===== src/rtl/gsram_result_reader_pkg.sv =====
// Shared constants and types for the gSRAM result reader.
package gsram_result_reader_pkg;

   localparam int DATA_W = 16;
   localparam int ADDR_W = 4;

   typedef logic signed [DATA_W-1:0] q8_8_t;

   typedef enum logic [1:0] {
      S_IDLE,
      S_READ,
      S_DRAIN,
      S_DONE
   } rd_state_t;

endpackage


===== src/rtl/gsram_result_reader_if.sv =====
// Result stream bundle: one Q8.8 word plus its row/col tag.
interface gsram_result_reader_if;
   import gsram_result_reader_pkg::*;

   logic [DATA_W-1:0] out_data;
   logic [ADDR_W-1:0] out_row;
   logic [ADDR_W-1:0] out_col;
   logic              out_last;
   logic              out_valid;
   logic              out_ready;

   modport master (
      output out_data, out_row, out_col, out_last, out_valid,
      input  out_ready
   );

   modport slave (
      input  out_data, out_row, out_col, out_last, out_valid,
      output out_ready
   );

endinterface


===== src/rtl/gsram_result_reader_fifo2.sv =====
// Two-entry FIFO with occupancy count; push and pop may coincide.
module result_fifo2 #(
   parameter int W = 8
) (
   input  logic         clk,
   input  logic         reset,
   input  logic         push,
   input  logic [W-1:0] push_data,
   input  logic         pop,
   output logic [W-1:0] pop_data,
   output logic [1:0]   count
);

   logic [W-1:0] mem [2];
   logic         wr_ptr;
   logic         rd_ptr;

   assign pop_data = mem[rd_ptr];

   always_ff @(posedge clk) begin
      if (reset) begin
         mem[0] <= '0;
         mem[1] <= '0;
         wr_ptr <= 1'b0;
         rd_ptr <= 1'b0;
         count  <= 2'd0;
      end else begin
         if (push) begin
            mem[wr_ptr] <= push_data;
            wr_ptr      <= ~wr_ptr;
         end
         if (pop) begin
            rd_ptr <= ~rd_ptr;
         end
         count <= count + {1'b0, push} - {1'b0, pop};
      end
   end

endmodule


===== src/rtl/gsram_result_reader.sv =====
// Row-major gSRAM drain onto a valid/ready stream.
// Optional per-row argmax: define GSRAM_ARGMAX_EN.
module gsram_result_reader
   import gsram_result_reader_pkg::*;
#(
   parameter int NUM_ROWS = 10,
   parameter int NUM_COLS = 10
) (
   input  logic                  clk,
   input  logic                  reset,
   input  logic                  start,
   output logic                  busy,
   output logic                  done,
   output logic [ADDR_W-1:0]     rd_row,
   output logic [ADDR_W-1:0]     rd_col,
   output logic                  rd_en,
   input  logic [DATA_W-1:0]     rdata,
   gsram_result_reader_if.master res,
   output logic                  amax_valid,
   output logic [ADDR_W-1:0]     amax_row,
   output logic [ADDR_W-1:0]     amax_idx
);

   localparam int EW = DATA_W + 2 * ADDR_W;
   localparam logic [ADDR_W-1:0] LAST_ROW = ADDR_W'(NUM_ROWS - 1);
   localparam logic [ADDR_W-1:0] LAST_COL = ADDR_W'(NUM_COLS - 1);

   rd_state_t         st;
   rd_state_t         st_nx;
   logic              inflight;
   logic [ADDR_W-1:0] tag_row;
   logic [ADDR_W-1:0] tag_col;
   logic              push;
   logic              pop;
   logic [1:0]        count;
   logic [EW-1:0]     head;
   logic [2:0]        used;
   logic              last_addr;

   assign push      = inflight;
   assign pop       = res.out_valid & res.out_ready;
   assign last_addr = (rd_row == LAST_ROW) && (rd_col == LAST_COL);

   // A word leaving this cycle frees its slot, so back-to-back reads keep flowing.
   assign used = {1'b0, count} - {2'b0, pop} + {2'b0, inflight};

   always_comb begin
      st_nx = st;
      rd_en = 1'b0;
      unique case (st)
         S_IDLE: begin
            if (start) st_nx = S_READ;
         end
         S_READ: begin
            rd_en = (used < 3'd2);
            if (rd_en && last_addr) st_nx = S_DRAIN;
         end
         S_DRAIN: begin
            if (pop && res.out_last) st_nx = S_DONE;
         end
         S_DONE: begin
            st_nx = S_IDLE;
         end
         default: st_nx = S_IDLE;
      endcase
   end

   assign busy = (st != S_IDLE);
   assign done = (st == S_DONE);

   always_ff @(posedge clk) begin
      if (reset) begin
         st       <= S_IDLE;
         rd_row   <= '0;
         rd_col   <= '0;
         inflight <= 1'b0;
         tag_row  <= '0;
         tag_col  <= '0;
      end else begin
         st       <= st_nx;
         inflight <= rd_en;
         if (rd_en) begin
            tag_row <= rd_row;
            tag_col <= rd_col;
            if (last_addr) begin
               rd_row <= '0;
               rd_col <= '0;
            end else if (rd_col == LAST_COL) begin
               rd_col <= '0;
               rd_row <= rd_row + 1'b1;
            end else begin
               rd_col <= rd_col + 1'b1;
            end
         end
      end
   end

   result_fifo2 #(
      .W(EW)
   ) u_fifo (
      .clk      (clk),
      .reset    (reset),
      .push     (push),
      .push_data({rdata, tag_row, tag_col}),
      .pop      (pop),
      .pop_data (head),
      .count    (count)
   );

   assign res.out_valid = (count != 2'd0);
   assign res.out_data  = head[EW-1 -: DATA_W];
   assign res.out_row   = head[2*ADDR_W-1 -: ADDR_W];
   assign res.out_col   = head[ADDR_W-1:0];
   assign res.out_last  = res.out_valid
                        && (res.out_row == LAST_ROW)
                        && (res.out_col == LAST_COL);

`ifdef GSRAM_ARGMAX_EN
   q8_8_t             pdata;
   q8_8_t             run_max;
   q8_8_t             max_nx;
   logic [ADDR_W-1:0] run_idx;
   logic [ADDR_W-1:0] idx_nx;

   assign pdata = rdata;

   // Strict compare so ties keep the lowest column.
   always_comb begin
      max_nx = run_max;
      idx_nx = run_idx;
      if (tag_col == '0) begin
         max_nx = pdata;
         idx_nx = '0;
      end else if (pdata > run_max) begin
         max_nx = pdata;
         idx_nx = tag_col;
      end
   end

   always_ff @(posedge clk) begin
      if (reset) begin
         run_max    <= '0;
         run_idx    <= '0;
         amax_valid <= 1'b0;
         amax_row   <= '0;
         amax_idx   <= '0;
      end else begin
         amax_valid <= push && (tag_col == LAST_COL);
         if (push) begin
            run_max <= max_nx;
            run_idx <= idx_nx;
            if (tag_col == LAST_COL) begin
               amax_row <= tag_row;
               amax_idx <= idx_nx;
            end
         end
      end
   end
`else
   assign amax_valid = 1'b0;
   assign amax_row   = '0;
   assign amax_idx   = '0;
`endif

endmodule


===== src/flat_wrapper.sv =====
// flat-port wrapper written by rule: the top's interface ports become plain ports
module gsram_result_reader_flat import gsram_result_reader_pkg::*;
#(
   parameter int NUM_ROWS = 10,
   parameter int NUM_COLS = 10
)
  (clk, reset, start, busy, done, rd_row, rd_col, rd_en, rdata, amax_valid, amax_row, amax_idx, res_out_data, res_out_row, res_out_col, res_out_last, res_out_valid, res_out_ready);
  gsram_result_reader_if res_i ();
  input  logic clk;
  input  logic reset;
  input  logic start;
  output logic busy;
  output logic done;
  output logic [ADDR_W-1:0] rd_row;
  output logic [ADDR_W-1:0] rd_col;
  output logic rd_en;
  input  logic [DATA_W-1:0] rdata;
  output logic amax_valid;
  output logic [ADDR_W-1:0] amax_row;
  output logic [ADDR_W-1:0] amax_idx;
  output wire logic [$bits(res_i.out_data)-1:0] res_out_data;
  output wire logic [$bits(res_i.out_row)-1:0] res_out_row;
  output wire logic [$bits(res_i.out_col)-1:0] res_out_col;
  output wire logic [$bits(res_i.out_last)-1:0] res_out_last;
  output wire logic [$bits(res_i.out_valid)-1:0] res_out_valid;
  input wire logic [$bits(res_i.out_ready)-1:0] res_out_ready;
  assign res_out_data = res_i.out_data;
  assign res_out_row = res_i.out_row;
  assign res_out_col = res_i.out_col;
  assign res_out_last = res_i.out_last;
  assign res_out_valid = res_i.out_valid;
  assign res_i.out_ready = res_out_ready;
  gsram_result_reader #(.NUM_ROWS(NUM_ROWS), .NUM_COLS(NUM_COLS)) u_core (.clk(clk), .reset(reset), .start(start), .busy(busy), .done(done), .rd_row(rd_row), .rd_col(rd_col), .rd_en(rd_en), .rdata(rdata), .res(res_i), .amax_valid(amax_valid), .amax_row(amax_row), .amax_idx(amax_idx));
endmodule

===== config.mk =====
export PLATFORM = sky130hd
export DESIGN_NAME = gsram_result_reader_flat
export DESIGN_NICKNAME = d
export VERILOG_FILES = /design/src/rtl/gsram_result_reader_pkg.sv /design/src/rtl/gsram_result_reader_if.sv /design/src/rtl/gsram_result_reader_fifo2.sv /design/src/rtl/gsram_result_reader.sv /design/src/flat_wrapper.sv
export SDC_FILE = /design/constraint.sdc
export NUM_CORES = 1
export LEC_CHECK = 0
export BUFFER_PORTS_ARGS = -buffer_cell sky130_fd_sc_hd__buf_4
export CORE_ASPECT_RATIO = 0.7
export CORE_MARGIN = 2
export CORE_UTILIZATION = 49
export DETAILED_ROUTE_END_ITERATION = 10
export GPL_TIMING_DRIVEN = 0
export MAX_ROUTING_LAYER = met4
export PLACE_DENSITY_LB_ADDON = 0.08
export SYNTH_ARGS = -nofsm -noshare
export SYNTH_HDL_FRONTEND = slang
export SYNTH_SLANG_ARGS = --single-unit
export TNS_END_PERCENT = 10

===== constraint.sdc =====
create_clock -name clk -period 2.8 [get_ports clk]
set_input_delay 0.28 -clock clk [delete_from_list [all_inputs] [get_ports clk]]
set_output_delay 0.28 -clock clk [all_outputs]
set_load 0.05 [all_outputs]

==> results.yml <==
routing:
  avgViaCountPerCell: 4.79
  antenna_left: 0
  vias: 2252
  routed_wl_um: 6700
  wire_per_inst_um: 14.2
  drt_iter0_drc: 127
  drc: 0
  drtPass1Iterations: 4
setup_path:
  worstPathArrival_ns: 2.52
  critPathRequiredTime_ns: 2.52
  cp-end-kind: "output port"
  path_max_fanout: 2
  worstSetupStartpointType: "flop"
  crit_type: "flop to output port"
yosys:
  ys_seq_area_frac: 0.575
  synth_compound_area_frac: 0.0404
  synth-async-reset-ratio: 0
  yosys_most_used_dff: "edfxtp_1"
  syn_area_mm2: 0.00334
  synth_edf_count: 48
  syn_avg_cell_area_um2: 11.6
  synth_top_family_by_area: "simple AND/OR/NAND/NOR gates"
  synth_cell_types: 36
  synth_mux_area_frac: 0.0898
  synthSimpleGateAreaFrac: 0.188
  synthAdderAreaFrac: 0.0471
  ys_seq_elements: 72
  yosys.area_share.xor_xnor: 0.00786
  ys_warn_count: 0
  postSynthCellCount: 289
clock_network:
  cts_hold_buf: 0
  clock_path_buffers: 2
  clock_latency_ns: 0.35
  cts_inserted_buffers: 9
  cts.sinks: 72
  clk_transition_reported_paths_ns: 0.08
  cts_tree: "built"
  h-tree-depth: 3
  root_buffer: "clkbuf_8"
timing:
  fin_ws_ns: 0.00223
  fmaxAchievable_ghz: 0.357
  rsz0062_at_grt: "true"
  finClkSkew_ns: 0.00855
  worst_slew_pin_slew_ns: 1.08
  slew_headroom: 0.279
  drv_slew: 0
  setup_viol: 0
  finalCritPeriodShare: 0.999
  final-hold-violation-count: 0
  period_needed_ns: 2.80
global_routing:
  grt_overflow: 0
  grt_usage: 0.192
  antenna_found_initial: 0
  grt_max_degree: 25
  grt_pass1_vias: 2152
  grt_pass1_wl_um: 10300
die:
  coreArea_mm2: 0.00669
  io_pins: 66
  die_area_mm2: 0.00751
  dieWidth_um: 103
  die_h_um: 73.1
  initial_utilization: 0.500
  std_cell_rows: 25
outcome:
  outcome: "completed"
cells_and_area:
  drive_above_1_share: 0.354
  layout_commonest_cell: "buf_4"
  fin_util: 0.631
  area_delta_synth_final_pct: 26.3
  layout_common_cells: "buf_4, and2_1, edfxtp_1"
  finish.net_count: 403
  antennaDiodeCount: 0
power:
  power_density_mw_per_mm2: 892
  leakage_nw: 1.76
  ir_drop_mv: 0.430
job:
  cap_violations: 0
place:
  globalplace.congestion: 0.704
  port_buffers: 56
  dpl.hpwl_um: 4440
  pre_cts_ws_ns: -0.190
hold_path:
  hp-class: "input port to flop"
-- path summary, 6_finish.rpt --
check        slack (ns)                         startpoint  depth (start not counted)                                endpoint
max               0.002  u_core.u_fifo.count[0]$_SDFF_PP0_                         12                                   rd_en
min                0.21                          rdata[11]                          2  u_core.u_fifo.mem[0][19]$_SDFFCE_PN0P_
max reg2reg        0.11  u_core.u_fifo.count[0]$_SDFF_PP0_                         14           u_core.rd_row[1]$_SDFFE_PP0P_
min reg2reg        0.46     u_core.tag_col[2]$_SDFFE_PP0P_                          2          u_core.tag_col[2]$_SDFFE_PP0P_
-- state kept, by name, summed over array words and instances, names as in the netlist, named ones only --
signal,cells
u_core.inflight,1
u_core.rd_col,4
u_core.rd_row,4
u_core.st,2
u_core.tag_col,4
u_core.tag_row,4
u_core.u_fifo.count,2
u_core.u_fifo.mem,48
u_core.u_fifo.rd_ptr,1
u_core.u_fifo.wr_ptr,1
-- power by group --
group	leakage [nW]	switching, W	internal (W)
logic	0.979	0.00103	0.000610
registers	0.693	0.0000728	0.00128
clock network	0.0901	0.000382	0.000402
-- what timing repair did --
item                       4_1_cts  5_1_grt
hold endpoints to repair         0        0
setup buffers                    7        0
resized for setup               14        5
pin swaps                        5        1
setup endpoints to repair       11        4
-- cell usage after synthesis, types with 4 or more instances --
cell / instances / area, um^2
a21oi_1: 15 / 75.1
inv_1: 12 / 45.0
nand3_1: 6 / 30.0
or2_2: 4 / 25.0
nor2_1: 15 / 56.3
nand2_1: 25 / 93.8
buf_4: 9 / 67.6
edfxtp_1: 48 / 1440
mux2_2: 24 / 270
clkbuf_1: 10 / 37.5
and2_1: 50 / 313
nor3_1: 6 / 30.0
ha_1: 11 / 138
dfxtp_1: 24 / 480
-- worst max-delay path: stages (launching register included) --
cell and delay (ns):
dfxtp_2 0.32, or2_4 0.25, nand2_4 0.06, inv_2 0.04, ha_4 0.25, inv_2 0.03
ha_2 0.16, fa_1 0.48, nor2b_1 0.16, nand2_2 0.09, inv_2 0.08, buf_6 0.11
buf_8 0.14
-- metrics by stage --
stage                     cell area [um^2]  cells  setup TNS (ns)  hold slack (ns)  power (W)
after floorplan                       3380    297               0            0.440    0.00244
after global placement                3920    447          -0.505            0.457    0.00282
after global routing                  4220    470         -0.0952            0.209    0.00395
after CTS                             4200    470         -0.0125            0.200    0.00378
after detailed placement              3920    447          -0.690            0.456    0.00283
final                                 4220    470               0            0.211    0.00377
-- routing by layer --
| metal | track usage | vias up | wire length, um |
|---|---|---|---|
| met1 | 0.269 | 1054 | 3360 |
| met3 | 0.0498 | 8 | 359 |
| met4 | 0.0731 | 0 | 63 |
| li1 | - | 1126 | - |
| met5 | - | - | 0 |
| met2 | 0.269 | 64 | 2910 |
-- final cells by class --
| type | instances | area, um^2 |
|---|---|---|
| fillers | 590 | 2470 |
| flip-flops and latches | 72 | 1920 |
| multi-input cells | 191 | 1340 |
| repair buffers | 63 | 480 |
| plain buffers | 21 | 128 |
| clock buffers | 9 | 124 |
| well taps | 94 | 118 |
| clock inverters | 7 | 62.6 |
| inverters | 13 | 48.8 |
-- kinds of logic after synthesis --
family                     after synthesis
and+or+nand+nor                        118
DFF                                     72
buffers and inverters                   34
muxes                                   27
AOI/OAI and AO/OA                       22
adders and majority gates               12
xor gates and xnor gates                 3
other                                    1
Note: power is estimated with default switching activity, not from simulation.
